--- config.mk ---
export PLATFORM = sky130hd
export DESIGN_NAME = iter_mult
export DESIGN_NICKNAME = d
export VERILOG_FILES = /design/src/rtl/iter_mult.sv
export SDC_FILE = /design/constraint.sdc
export NUM_CORES = 1
export LEC_CHECK = 0
export BUFFER_PORTS_ARGS = -buffer_cell sky130_fd_sc_hd__buf_2
export CAP_MARGIN = 20
export CORE_MARGIN = 3
export CORE_UTILIZATION = 46
export CTS_BUF_LIST = sky130_fd_sc_hd__clkbuf_16
export CTS_CLUSTER_DIAMETER = 50
export DETAILED_ROUTE_END_ITERATION = 10
export HOLD_SLACK_MARGIN = 0.08
export PLACE_DENSITY = 0.68
export SYNTH_ARGS = -nofsm -noshare
export SYNTH_HDL_FRONTEND = slang
export SYNTH_SLANG_ARGS = --single-unit
export TNS_END_PERCENT = 10
--- constraint.sdc ---
create_clock -name clk -period 6.2 [get_ports clk]
set_clock_uncertainty 0.05 [all_clocks]
set_input_delay 0.31 -clock clk [delete_from_list [all_inputs] [get_ports clk]]
set_output_delay 0.31 -clock clk [all_outputs]
set_load 0.03 [all_outputs]
--- src/rtl/iter_mult.sv ---
// rtl/iter_mult.sv - iterative unsigned shift-add multiplier with start/busy/done handshake
module iter_mult #(
    parameter int WIDTH = 16
) (
    input  logic                 clk,
    input  logic                 rst,
    input  logic                 start,
    input  logic [WIDTH-1:0]     A,
    input  logic [WIDTH-1:0]     B,
    output logic                 busy,
    output logic                 done,
    output logic [2*WIDTH-1:0]   P
);

    localparam int CW = $clog2(WIDTH) + 1;
    localparam logic [CW-1:0] LAST_CNT = CW'(WIDTH - 1);

    typedef enum logic [1:0] {
        IDLE = 2'd0,
        RUN  = 2'd1,
        DONE = 2'd2
    } stateType;

    stateType state;
    stateType nextState;

    logic [WIDTH-1:0] mcand;
    logic [WIDTH-1:0] acc;
    logic [WIDTH-1:0] mplr;
    logic [CW-1:0]    cnt;

    logic [WIDTH-1:0] addend;
    logic [WIDTH-1:0] accSum;
    logic [WIDTH:0]   carry;
    logic             cOut;
    logic             lastIter;

    // The partial product is added only when the current multiplier LSB is set.
    assign addend   = mplr[0] ? mcand : '0;
    assign carry[0] = 1'b0;
    assign cOut     = carry[WIDTH];
    assign lastIter = (cnt == LAST_CNT);

    // Ripple-carry adder: one full-adder cell per bit, carry chained LSB to MSB.
    genvar gi;
    generate
        for (gi = 0; gi < WIDTH; gi++) begin : gFullAdder
            assign accSum[gi]  = acc[gi] ^ addend[gi] ^ carry[gi];
            assign carry[gi+1] = (acc[gi] & addend[gi]) |
                                 (acc[gi] & carry[gi])  |
                                 (addend[gi] & carry[gi]);
        end
    endgenerate

    // State register; reset always returns to IDLE.
    always_ff @(posedge clk) begin
        if (rst) begin
            state <= IDLE;
        end else begin
            state <= nextState;
        end
    end

    // Next-state decode; start only matters in IDLE and DONE always falls back to IDLE.
    always_comb begin
        nextState = state;
        case (state)
            IDLE: begin
                if (start) begin
                    nextState = RUN;
                end
            end
            RUN: begin
                if (lastIter) begin
                    nextState = DONE;
                end
            end
            DONE: begin
                nextState = IDLE;
            end
            default: begin
                nextState = IDLE;
            end
        endcase
    end

    // Handshake outputs are decoded from state only, so no input reaches them combinationally.
    always_comb begin
        busy = (state != IDLE);
        done = (state == DONE);
    end

    // Datapath: load operands on accept, add-and-shift once per RUN cycle, publish P on the last one.
    always_ff @(posedge clk) begin
        if (rst) begin
            mcand <= '0;
            acc   <= '0;
            mplr  <= '0;
            cnt   <= '0;
            P     <= '0;
        end else begin
            case (state)
                IDLE: begin
                    if (start) begin
                        mcand <= A;
                        mplr  <= B;
                        acc   <= '0;
                        cnt   <= '0;
                    end
                end
                RUN: begin
                    acc  <= {cOut, accSum[WIDTH-1:1]};
                    mplr <= {accSum[0], mplr[WIDTH-1:1]};
                    cnt  <= cnt + 1'b1;
                    if (lastIter) begin
                        P <= {cOut, accSum, mplr[WIDTH-1:1]};
                    end
                end
                default: begin
                end
            endcase
        end
    end

endmodule

**Word level (Yosys, flattened, before mapping)**

Cells that the tools add are included.

- Register bits: 87
- Input port bits: 35
- Output and inout bits: 34
- Logic and storage cells: 136

- Add/subtract/negate cells: 1
- Equal/unequal tests: 5
- Mux-type cells: 10
- Bitwise gates (word level): 107
- Reduce and logical (&&, ||, !) cells: 7

Operators by type and width:

| operator | number |
|---|---|
| case mux 16 bit (2 select lines) | 2 |
| 2-to-1 mux 16 bit | 3 |
| AND 1 bit | 46 |
| bitwise XOR 1 bit | 31 |
| bitwise OR 1 bit | 30 |
| case mux 5 bit (2 select lines) | 1 |
| AND reduction 2 bit | 4 |
| adder 5 x 1 -> 5 bit (second input constant) | 1 |
| equality test 5 x 4 -> 1 bit (second input constant) | 1 |
| 2-to-1 mux 5 bit | 1 |
| 2-to-1 mux 2 bit | 2 |
| inequality test 2 bit (second input constant) | 2 |
| case mux 2 bit (2 select lines) | 1 |
| nonzero test 2 bit | 2 |
| equality test 2 x 1 -> 1 bit (second input constant) | 1 |
| equality test 2 bit (second input constant) | 1 |
| logical NOT 2 bit | 1 |

**Depth between registers and ports, before layout**

Gate-level depths: netlist of run 1.

- Word-level depth: 48
- Mapped depth: 25
- Depth with buffers taken out: 24

**Least setup slack after synthesis of run 1**

No wires, ideal clock.

- Path type: reg-to-reg
- Start: register mplr[0]
- End: register acc[14]
- Library setup time: 0.138 ns
- Data arrival time: 6.404 ns
- Data required time: 6.012 ns
- Path slack: -0.392 ns
- Cell stages (with the launch flop): 26
- Buffers on the path: 1
- Clock period less this slack: 6.592 ns
- Cell sequence: dfxtp_1 > clkbuf_1 > and2_1 > ha_1 > inv_1 > fa_1 > inv_1 > fa_1 > inv_1 > fa_1 > fa_1 > fa_1 > fa_1 > fa_1 > fa_1 > fa_1 > fa_1 > fa_1 > fa_1 > fa_1 > inv_1 > fa_1 > inv_1 > fa_1 > nand2b_1 > a21oi_1

- Word-level cells in the longest chain between the ends: 46
- Elaborated cells between the ends (all ways): 75
- Classes of those cells: mux (2); bitwise (73)

RTL lines:

| element | RTL line | text |
|---|---|---|
| start: declaration | 29 | `logic [WIDTH-1:0] mplr;` |
| start signal: assignment | 113 | `mplr <= {accSum[0], mplr[WIDTH-1:1]};` |
| 2-to-1 mux 16 bit * | 39 | `assign addend = mplr[0] ? mcand : '0;` |
| AND 1 bit | 49 | `assign carry[gi+1] = (acc[gi] & addend[gi]) \|` |
| AND 1 bit | 50 | `(acc[gi] & carry[gi]) \|` |
| bitwise OR 1 bit | 49 |  |
| bitwise OR 1 bit | 50 |  |
| AND 1 bit | 50 |  |
| bitwise OR 1 bit | 49 |  |
| bitwise OR 1 bit | 50 |  |
| (+30 left out) | n/a |  |
| AND 1 bit | 50 |  |
| bitwise OR 1 bit | 49 |  |
| bitwise OR 1 bit | 50 |  |
| AND 1 bit | 50 |  |
| bitwise OR 1 bit | 49 |  |
| bitwise OR 1 bit | 50 |  |
| bitwise XOR 1 bit * | 48 | `assign accSum[gi] = acc[gi] ^ addend[gi] ^ carry[gi];` |
| case mux 16 bit (2 select lines) * | 102 | `case (state)` |
| end signal: assignment | 112 | `acc <= {cOut, accSum[WIDTH-1:1]};` |
| end: declaration | 28 | `logic [WIDTH-1:0] acc;` |

Mark *: on every way between the ends. The rest lies on a longest branch, timed or not.
A chain may end at the register's enable or synchronous reset.

**Worst setup path in the final report of run 1**

Same ends and word-level chain as after synthesis.

==> impl_metrics.prom, run 1 <==
# TYPE chip_impl_metric gauge
chip_impl_metric{name="post-route-util",unit="%"} 56.0
chip_impl_metric{name="numClockSinks",unit=""} 87
chip_impl_metric{name="hpwl",unit="um"} 5320
chip_impl_metric{name="arrival_time_at_the_worst_endpoint",unit="ps"} 6360
chip_impl_metric{name="p_switching",unit="mW"} 0.299
chip_impl_metric{name="post-route-period-util",unit="%"} 100
chip_impl_info{name="crit_start",value="mplr[0]$_SDFFE_PP0P_"} 1
chip_impl_info{name="worst_setup_path_end_kind",value="flip-flop"} 1
chip_impl_metric{name="worst_path_largest_cell_delay",unit="ps"} 510
chip_impl_metric{name="num_vias",unit=""} 2900
chip_impl_info{name="cell_taking_the_most_area_after_synthesis",value="sky130_fd_sc_hd__dfxtp_1"} 1
chip_impl_metric{name="slew_violations",unit=""} 0
chip_impl_metric{name="htreeDepth",unit=""} 3
chip_impl_metric{name="finalWirelength",unit="um"} 8110
chip_impl_metric{name="floorplan.die_area",unit="sq mm"} 0.00914
chip_impl_info{name="rsz0062_at_grt",value="yes"} 1
chip_impl_metric{name="p_per_area",unit="mW/mm^2"} 272
chip_impl_metric{name="synthXorXnorAreaFrac",unit="%"} 0
chip_impl_metric{name="yosys-mux-area-fraction",unit="%"} 0
chip_impl_metric{name="antenna_left",unit=""} 0
chip_impl_metric{name="switching_share",unit="%"} 25.2
chip_impl_info{name="largest_cells_by_area_after_synthesis",value="sky130_fd_sc_hd__dfxtp_1, sky130_fd_sc_hd__fa_1, sky130_fd_sc_hd__a21oi_1"} 1
chip_impl_metric{name="max_slew_margin",unit="%"} 33.2
chip_impl_metric{name="timing.max_cap.violations",unit=""} 0
chip_impl_metric{name="p_comb_share",unit="%"} 8.8
chip_impl_metric{name="synth_top_area_share",unit="%"} 47.2
chip_impl_metric{name="final.fill_count",unit=""} 726
chip_impl_metric{name="chipWidth",unit="um"} 95.6
chip_impl_metric{name="drt_drc_violations_left",unit=""} 0
chip_impl_metric{name="clock_slew_at_the_register_clock_pins_of_the_worst_setup_and_hold_paths",unit="ps"} 60
chip_impl_info{name="layout_common_cells",value="sky130_fd_sc_hd__dfxtp_1, sky130_fd_sc_hd__buf_2, sky130_fd_sc_hd__nand2_1"} 1
chip_impl_info{name="cts_tree",value="built"} 1
chip_impl_info{name="clockRootBuffer",value="sky130_fd_sc_hd__clkbuf_16"} 1
chip_impl_metric{name="met2_length",unit="um"} 3870
chip_impl_info{name="violated_checks",value="setup timing"} 1
chip_impl_metric{name="worstPathMaxFanout",unit=""} 2
chip_impl_metric{name="power",unit="mW"} 1.18
chip_impl_metric{name="drive_gt1_share",unit="%"} 26.8
chip_impl_metric{name="drt-initial-drc-count",unit=""} 112
chip_impl_metric{name="clock.fmax",unit="MHz"} 161
chip_impl_info{name="synth_top_family_by_area",value="compound AO/OA/AOI/OAI gates"} 1
chip_impl_metric{name="avgViaCountPerCell",unit=""} 5.23
chip_impl_metric{name="grt_first_pass_wirelength",unit="um"} 13500
chip_impl_metric{name="synth-compound-area-share",unit="%"} 20.6
chip_impl_info{name="crit_end",value="acc[14]$_SDFFE_PP0P_"} 1
chip_impl_metric{name="synth_simple_gate_area_share",unit="%"} 16.4
chip_impl_info{name="setup.worst_path.class",value="flip-flop to flip-flop"} 1
chip_impl_info{name="crit-reg2reg-capture",value="acc[14]$_SDFFE_PP0P_"} 1
chip_impl_metric{name="clock_period_minus_worst_slack",unit="ps"} 6220
chip_impl_metric{name="met1Wirelength",unit="um"} 3800
chip_impl_metric{name="place.port_buffers",unit=""} 68
chip_impl_info{name="layout_commonest_cell",value="sky130_fd_sc_hd__dfxtp_1"} 1
chip_impl_metric{name="cts-buffers-inserted",unit=""} 9
chip_impl_metric{name="synth.yosys.seq_area_share",unit="%"} 47.2
chip_impl_metric{name="power.share.clock",unit="%"} 41.3
chip_impl_info{name="worst_hold_path_type",value="input port to flip-flop"} 1
chip_impl_metric{name="vdd_drop_max",unit="mV"} 0.143
chip_impl_metric{name="floorplan.die.height",unit="um"} 95.6
chip_impl_metric{name="clk_latency",unit="ps"} 330
chip_impl_info{name="highest_layer",value="met4"} 1
chip_impl_metric{name="final_critical_path_setup_slack",unit="ps"} -15.2
chip_impl_info{name="timing.critical_path.cells",value="and2_1 -> ha_1 -> inv_1 -> fa_1 -> inv_1 -> fa_2 -> inv_1 -> fa_2 -> fa_2 -> fa_2 -> fa_2 -> fa_2 -> fa_2 -> fa_2 -> fa_2 -> fa_2 -> fa_2 -> fa_2 -> inv_1 -> fa_1 -> inv_1 -> fa_1 -> nand2b_4 -> a21oi_2"} 1
chip_impl_metric{name="synth.net_count",unit=""} 445
chip_impl_metric{name="met3WireLength",unit="um"} 287
chip_impl_metric{name="r2r_slack",unit="ps"} -20
chip_impl_metric{name="globalplace.congestion",unit=""} 0.757
chip_impl_metric{name="finalNetCount",unit=""} 500
chip_impl_metric{name="globalRouteOverflowTotal",unit=""} 0
chip_impl_metric{name="p_seq_share",unit="%"} 49.9
chip_impl_metric{name="std_cell_core_area",unit="sq mm"} 0.00777
chip_impl_metric{name="first_global_vias",unit=""} 2868
chip_impl_metric{name="syn_avg_cell_area",unit="sq um"} 9.42
chip_impl_metric{name="antenna_cells_inserted",unit=""} 0
chip_impl_metric{name="postSynthCellCount",unit=""} 392
chip_impl_metric{name="drt_first_pass_iters",unit=""} 6
chip_impl_metric{name="gr-usage-all-layers",unit="%"} 18.8
chip_impl_metric{name="final.hold.worst_slack",unit="ps"} 163
chip_impl_info{name="setup.worst_path.start_class",value="flip-flop"} 1
chip_impl_metric{name="cts_max_path_buffers",unit=""} 2
chip_impl_metric{name="post_cts.repair.setup_buffers",unit=""} 0
chip_impl_metric{name="grt_start_max_net_pins",unit=""} 57
chip_impl_metric{name="worst-endpoint-required",unit="ps"} 6340
chip_impl_metric{name="final-hold-violation-count",unit=""} 0
chip_impl_info{name="cpMostUsedCell",value="sky130_fd_sc_hd__fa_2"} 1
chip_impl_metric{name="antenna_found_initial",unit=""} 0
chip_impl_metric{name="placement_rows",unit=""} 32
chip_impl_metric{name="cell_internal_pwr",unit="mW"} 0.886
chip_impl_metric{name="setup_viol_count_final",unit=""} 1
chip_impl_metric{name="wl_per_cell",unit="um"} 14.6
chip_impl_metric{name="synth-warning-count",unit=""} 0
chip_impl_metric{name="io_pins",unit=""} 69
chip_impl_metric{name="leakage",unit="nW"} 1.72
chip_impl_metric{name="mappedNetlistArea",unit="sq mm"} 0.00369
chip_impl_metric{name="postSynthRegisterBits",unit=""} 87
chip_impl_metric{name="synth_cell_type_count",unit=""} 35
chip_impl_metric{name="worst_pin_slew",unit="ps"} 997
chip_impl_metric{name="r2r_cells",unit=""} 24
chip_impl_metric{name="post-place-cells",unit=""} 538
chip_impl_info{name="timing.critical_path.slowest_stage_cell",value="sky130_fd_sc_hd__fa_1"} 1
chip_impl_info{name="status",value="finished, violations left"} 1
chip_impl_metric{name="pre_cts_setup_slack",unit="ps"} -59.8
chip_impl_metric{name="synth-adder-area-share",unit="%"} 9.15
chip_impl_info{name="start_of_the_worst_register_to_register_path",value="mplr[0]$_SDFFE_PP0P_"} 1
chip_impl_metric{name="initial_cell_density_of_the_core",unit="%"} 47.6
chip_impl_metric{name="area_delta_synth_final",unit="%"} 17.9
chip_impl_metric{name="stdcell_count",unit=""} 554
[flip-flops by register name, indices dropped and copies added (netlist names)]
name and count:
P 32, cnt 5, acc 16, mplr 16
mcand 16, state 2
[final cells by class]
type | count | area, sq um | share of cell area, %
multi-input cells | 255 | 1750 | 40.1
flip-flops and latches | 87 | 1740 | 40.1
repair buffers | 74 | 385 | 8.85
clock buffers | 9 | 225 | 5.17
well taps | 102 | 128 | 2.93
inverters | 20 | 75.1 | 1.72
clock inverters | 7 | 50.0 | 1.15
[cells by family after synthesis]
kind of cell,after synthesis
adder cells (fa/ha/maj),18
AND/OR/NAND/NOR,132
AO/OA/AOI/OAI,105
flip-flops,87
buffers and inverters,50
[worst min path at each step]
stage	from	endpoint	slack [ps]	cells past startpoint
finish	A[12]	mcand[12]$_SDFFE_PP0P_	160	3
global route	A[14]	mcand[14]$_SDFFE_PP0P_	160	3
CTS	A[13]	mcand[13]$_SDFFE_PP0P_	160	3
detailed placement	P[24]$_SDFFE_PP0P_	P[24]$_SDFFE_PP0P_	390	1
global placement	mcand[2]$_SDFFE_PP0P_	mcand[2]$_SDFFE_PP0P_	390	2
floorplan	mcand[0]$_SDFFE_PP0P_	mcand[0]$_SDFFE_PP0P_	380	2
[through the flow]
step | setup TNS (ps) | area, sq um
2_1_floorplan | 0 | 3720
3_3_place_gp | 0 | 4060
3_5_place_dp | -59.8 | 4060
4_1_cts | -57.3 | 4330
5_1_grt | -517 | 4350
6_report | -15.2 | 4350
[power by group through the flow]
stage	combinational (mW)	clock [mW]	sequential, mW
3_3_place_gp	0.102	0	0.603
6_report	0.104	0.489	0.591
2_1_floorplan	0.0805	0	0.599
3_5_place_dp	0.103	0	0.603
5_1_grt	0.116	0.522	0.593
4_1_cts	0.104	0.501	0.590
[routing by layer]
layer | up-vias | track usage [%]
li1 | 1445 | -
met3 | 11 | 3.31
met1 | 1389 | 24.3
met4 | 0 | 7.94
met2 | 55 | 31.0
met5 | - | 0
[repair_timing]
action,CTS,global route
setup endpoints to repair,2,5
hold buffers,0,0
pin swaps,0,1
gates resized for setup,1,6
[synthesized netlist by cell type]
cell type	number
sky130_fd_sc_hd__nor2b_1	1
sky130_fd_sc_hd__clkbuf_1	8
sky130_fd_sc_hd__a31oi_1	1
sky130_fd_sc_hd__buf_6	4
sky130_fd_sc_hd__a211oi_2	8
sky130_fd_sc_hd__and3_1	1
sky130_fd_sc_hd__a21oi_1	50
sky130_fd_sc_hd__a21oi_2	1
sky130_fd_sc_hd__or3_1	1
sky130_fd_sc_hd__ha_1	3
sky130_fd_sc_hd__o21bai_2	1
sky130_fd_sc_hd__dfxtp_1	87
sky130_fd_sc_hd__nand3b_2	1
sky130_fd_sc_hd__o21a_1	1
sky130_fd_sc_hd__buf_4	3
sky130_fd_sc_hd__o211a_1	1
sky130_fd_sc_hd__and2b_4	1
sky130_fd_sc_hd__fa_1	15
sky130_fd_sc_hd__nor3_1	1
sky130_fd_sc_hd__a311oi_2	1
sky130_fd_sc_hd__or2_2	1
sky130_fd_sc_hd__inv_2	1
sky130_fd_sc_hd__a211oi_1	8
sky130_fd_sc_hd__nor2_1	18
sky130_fd_sc_hd__buf_2	15
sky130_fd_sc_hd__and2_1	3
sky130_fd_sc_hd__nand2_1	66
sky130_fd_sc_hd__nand3_1	20
sky130_fd_sc_hd__or3b_1	1
sky130_fd_sc_hd__nor3b_2	1
sky130_fd_sc_hd__o21ba_1	1
sky130_fd_sc_hd__o2bb2ai_1	14
sky130_fd_sc_hd__a22o_1	18
sky130_fd_sc_hd__inv_1	19
sky130_fd_sc_hd__nand2b_1	16
[worst max-delay path, delay by kind of cell, from the launching register on]
| kind | cells | cell delay (ps) |
|---|---|---|
| adder cells (fa/ha/maj) | 16 | 5080 |
| flip-flops | 1 | 320 |
| buffers and inverters | 5 | 300 |
| AND/OR/NAND/NOR | 2 | 250 |
| AO/OA/AOI/OAI | 1 | 50 |
(Power assumes the default switching activity.)
==> run 2: changes to the inputs <==
--- a/config.mk
+++ b/config.mk
@@ -7,6 +7,7 @@
 export LEC_CHECK = 0
 export BUFFER_PORTS_ARGS = -buffer_cell sky130_fd_sc_hd__buf_2
 export CAP_MARGIN = 20
+export CORE_ASPECT_RATIO = 0.6
 export CORE_MARGIN = 3
 export CORE_UTILIZATION = 46
 export CTS_BUF_LIST = sky130_fd_sc_hd__clkbuf_16
==> impl_metrics.prom, run 2 (synthesized netlist as in run 1, its figures left out) <==
# TYPE chip_impl_metric gauge
chip_impl_info{name="timing.critical_path.cells",value="and2_1 -> ha_1 -> inv_1 -> fa_2 -> inv_2 -> fa_1 -> inv_1 -> fa_2 -> fa_2 -> fa_2 -> fa_2 -> fa_2 -> fa_2 -> fa_2 -> fa_2 -> fa_2 -> fa_2 -> fa_1 -> inv_1 -> fa_1 -> inv_1 -> fa_1 -> nand2b_4 -> a21oi_1"} 1
chip_impl_info{name="worst_path_dominant_cell_family",value="adder cells"} 1
chip_impl_metric{name="largest_register_ffs",unit=""} 32
chip_impl_metric{name="worst-endpoint-required",unit="ps"} 6340
chip_impl_metric{name="globalRouteOverflowTotal",unit=""} 0
chip_impl_metric{name="std_cell_core_area",unit="sq mm"} 0.00754
chip_impl_metric{name="drt-initial-drc-count",unit=""} 129
chip_impl_info{name="cts_tree",value="built"} 1
chip_impl_metric{name="clock.fmax",unit="MHz"} 162
chip_impl_metric{name="worst_hold_path.num_cells",unit=""} 3
chip_impl_info{name="start_of_the_worst_register_to_register_path",value="mplr[0]$_SDFFE_PP0P_"} 1
chip_impl_metric{name="first_global_vias",unit=""} 2821
chip_impl_metric{name="final_cell_area",unit="sq mm"} 0.00438
chip_impl_metric{name="worst_pin_slew",unit="ps"} 1010
chip_impl_info{name="rsz0062_at_grt",value="yes"} 1
chip_impl_metric{name="clock_slew_at_the_register_clock_pins_of_the_worst_setup_and_hold_paths",unit="ps"} 60
chip_impl_info{name="status",value="finished, final reports clean"} 1
chip_impl_metric{name="antenna_found_initial",unit=""} 0
chip_impl_metric{name="place.port_buffers",unit=""} 68
chip_impl_metric{name="final_critical_path_setup_slack",unit="ps"} 34.8
chip_impl_metric{name="floorplan.die_area",unit="sq mm"} 0.00918
chip_impl_metric{name="leakage",unit="nW"} 1.75
chip_impl_metric{name="wl_per_cell",unit="um"} 14.7
chip_impl_metric{name="drt_first_pass_iters",unit=""} 4
chip_impl_info{name="setup.worst_path.start_class",value="flip-flop"} 1
chip_impl_info{name="setup.worst_path.class",value="flip-flop to flip-flop"} 1
chip_impl_metric{name="io_pins",unit=""} 69
chip_impl_metric{name="grt_first_pass_wirelength",unit="um"} 13600
chip_impl_metric{name="floorplan.die.height",unit="um"} 75.4
chip_impl_metric{name="placement_rows",unit=""} 24
chip_impl_metric{name="final-hold-violation-count",unit=""} 0
chip_impl_metric{name="timing.max_cap.violations",unit=""} 0
chip_impl_metric{name="p_per_area",unit="mW/mm^2"} 285
chip_impl_metric{name="gr-usage-all-layers",unit="%"} 19.2
chip_impl_info{name="most_flops_register",value="P"} 1
chip_impl_metric{name="drt_drc_violations_left",unit=""} 0
chip_impl_metric{name="worstPathMaxFanout",unit=""} 2
chip_impl_metric{name="fin_setup_tns",unit="ps"} 0
chip_impl_info{name="cpMostUsedCell",value="sky130_fd_sc_hd__fa_2"} 1
chip_impl_metric{name="cts_max_path_buffers",unit=""} 2
chip_impl_info{name="timing.critical_path.slowest_stage_cell",value="sky130_fd_sc_hd__fa_1"} 1
chip_impl_metric{name="post_cts_hold_buffer_count",unit=""} 0
chip_impl_metric{name="num_vias",unit=""} 2913
chip_impl_metric{name="cts-buffers-inserted",unit=""} 9
chip_impl_info{name="layout_common_cells",value="sky130_fd_sc_hd__dfxtp_1, sky130_fd_sc_hd__buf_2, sky130_fd_sc_hd__nand2_1"} 1
chip_impl_metric{name="setup_viol_count_final",unit=""} 0
chip_impl_metric{name="numClockSinks",unit=""} 87
chip_impl_metric{name="dpl-instance-area",unit="sq mm"} 0.00406
chip_impl_metric{name="chipWidth",unit="um"} 122
chip_impl_metric{name="final.fill_count",unit=""} 696
chip_impl_info{name="clockRootBuffer",value="sky130_fd_sc_hd__clkbuf_16"} 1
chip_impl_metric{name="finalNetCount",unit=""} 500
chip_impl_metric{name="antenna_left",unit=""} 0
chip_impl_metric{name="hpwl",unit="um"} 5340
chip_impl_metric{name="avgViaCountPerCell",unit=""} 5.25
chip_impl_info{name="layout_commonest_cell",value="sky130_fd_sc_hd__dfxtp_1"} 1
chip_impl_metric{name="initial_cell_density_of_the_core",unit="%"} 49.0
chip_impl_info{name="hold_start",value="A[11]"} 1
chip_impl_metric{name="worstSetupPathDepth",unit=""} 24
chip_impl_metric{name="htreeDepth",unit=""} 3
chip_impl_metric{name="worst_path_largest_cell_delay",unit="ps"} 510
chip_impl_metric{name="clock_period_minus_worst_slack",unit="ps"} 6170
chip_impl_metric{name="globalplace.congestion",unit=""} 0.819
chip_impl_info{name="worst_hold_path.endpoint",value="mcand[11]$_SDFFE_PP0P_"} 1
chip_impl_metric{name="r2r_slack",unit="ps"} 30
chip_impl_metric{name="pre_cts_setup_slack",unit="ps"} -51.5
chip_impl_metric{name="max_slew_margin",unit="%"} 32.2
chip_impl_metric{name="clk_latency",unit="ps"} 340
chip_impl_info{name="crit-reg2reg-capture",value="acc[14]$_SDFFE_PP0P_"} 1
chip_impl_metric{name="grt_start_max_net_pins",unit=""} 57
chip_impl_metric{name="area_delta_synth_final",unit="%"} 18.5
chip_impl_info{name="worst_setup_path_end_kind",value="flip-flop"} 1
chip_impl_info{name="worst_hold_path_type",value="input port to flip-flop"} 1
chip_impl_metric{name="finalWirelength",unit="um"} 8160
chip_impl_metric{name="slew_violations",unit=""} 0
chip_impl_metric{name="antenna_cells_inserted",unit=""} 0
chip_impl_metric{name="arrival_time_at_the_worst_endpoint",unit="ps"} 6310
chip_impl_metric{name="r2r_cells",unit=""} 24
chip_impl_metric{name="cp.buffers_inverters",unit=""} 5
chip_impl_metric{name="vdd_drop_max",unit="mV"} 0.145
chip_impl_metric{name="drive_gt1_share",unit="%"} 26.2
chip_impl_metric{name="post-route-period-util",unit="%"} 99.4
==> run 2: how the worst max path moves through the flow <==
stage                           from              endpoint
2_1_floorplan   mplr[0]$_SDFFE_PP0P_  acc[14]$_SDFFE_PP0P_
3_3_place_gp    mplr[0]$_SDFFE_PP0P_  acc[14]$_SDFFE_PP0P_
3_5_place_dp    mplr[0]$_SDFFE_PP0P_  acc[14]$_SDFFE_PP0P_
4_1_cts         mplr[0]$_SDFFE_PP0P_  acc[14]$_SDFFE_PP0P_
5_1_grt        mcand[0]$_SDFFE_PP0P_  acc[14]$_SDFFE_PP0P_
6_report        mplr[0]$_SDFFE_PP0P_  acc[14]$_SDFFE_PP0P_
==> run 2: metal layers <==
layer / vias up / global-route usage [%] / routed length [um]
met4: 0 / 6.83 / 98
met5: - / 0 / 0
met3: 10 / 6.16 / 520
li1: 1440 / - / -
met2: 92 / 29.1 / 3490
met1: 1371 / 26.1 / 4050
==> run 2: through the flow <==
step / hold slack [ps] / cells / power, mW / util (%)
2_1_floorplan: 382 / 392 / 0.679 / -
3_3_place_gp: 390 / 540 / 0.704 / 53.9
3_5_place_dp: 394 / 540 / 0.706 / 53.9
4_1_cts: 143 / 555 / 1.26 / 57.9
5_1_grt: 148 / 555 / 1.30 / 58.1
6_report: 158 / 555 / 1.25 / 58.1
==> run 2: power breakdown <==
group / internal, mW / switching, mW / total [mW]
clock: 0.346 / 0.208 / 0.554
sequential: 0.578 / 0.0130 / 0.591
combinational: 0.0367 / 0.0667 / 0.103
total: 0.961 / 0.288 / 1.25
==> run 2: final cells by class <==
class                           count  area (sq um)  area share (%)
Inverter                           20          75.1            1.72
Timing Repair Buffer               74           385            8.81
Multi-Input combinational cell    255          1740            39.7
Tap cell                          104           130            2.97
Clock inverter                      6          77.6            1.77
Sequential cell                    87          1740            39.9
Clock buffer                        9           225            5.15
==> run 2: worst register-to-register path, stage by stage (launching register included) <==
cell                       delay, ps
sky130_fd_sc_hd__dfxtp_2         320
sky130_fd_sc_hd__and2_1          120
sky130_fd_sc_hd__ha_1            130
sky130_fd_sc_hd__inv_1            50
sky130_fd_sc_hd__fa_2            330
sky130_fd_sc_hd__inv_2            60
sky130_fd_sc_hd__fa_1            150
sky130_fd_sc_hd__inv_1            50
sky130_fd_sc_hd__fa_2            340
sky130_fd_sc_hd__fa_2            340
sky130_fd_sc_hd__fa_2            340
sky130_fd_sc_hd__fa_2            340
sky130_fd_sc_hd__fa_2            340
sky130_fd_sc_hd__fa_2            350
sky130_fd_sc_hd__fa_2            350
sky130_fd_sc_hd__fa_2            350
sky130_fd_sc_hd__fa_2            340
sky130_fd_sc_hd__fa_2            340
sky130_fd_sc_hd__fa_1            360
sky130_fd_sc_hd__inv_1            70
sky130_fd_sc_hd__fa_1            160
sky130_fd_sc_hd__inv_1            50
sky130_fd_sc_hd__fa_1            510
sky130_fd_sc_hd__nand2b_4        130
sky130_fd_sc_hd__a21oi_1          60
==> run 2: what timing repair did <==
| item | 4_1_cts | 5_1_grt |
|---|---|---|
| endpoints found under the hold margin | 0 | 0 |
| setup buffers | 0 | 0 |
| setup endpoints to repair | 1 | 3 |
| gates resized for setup | 1 | 5 |
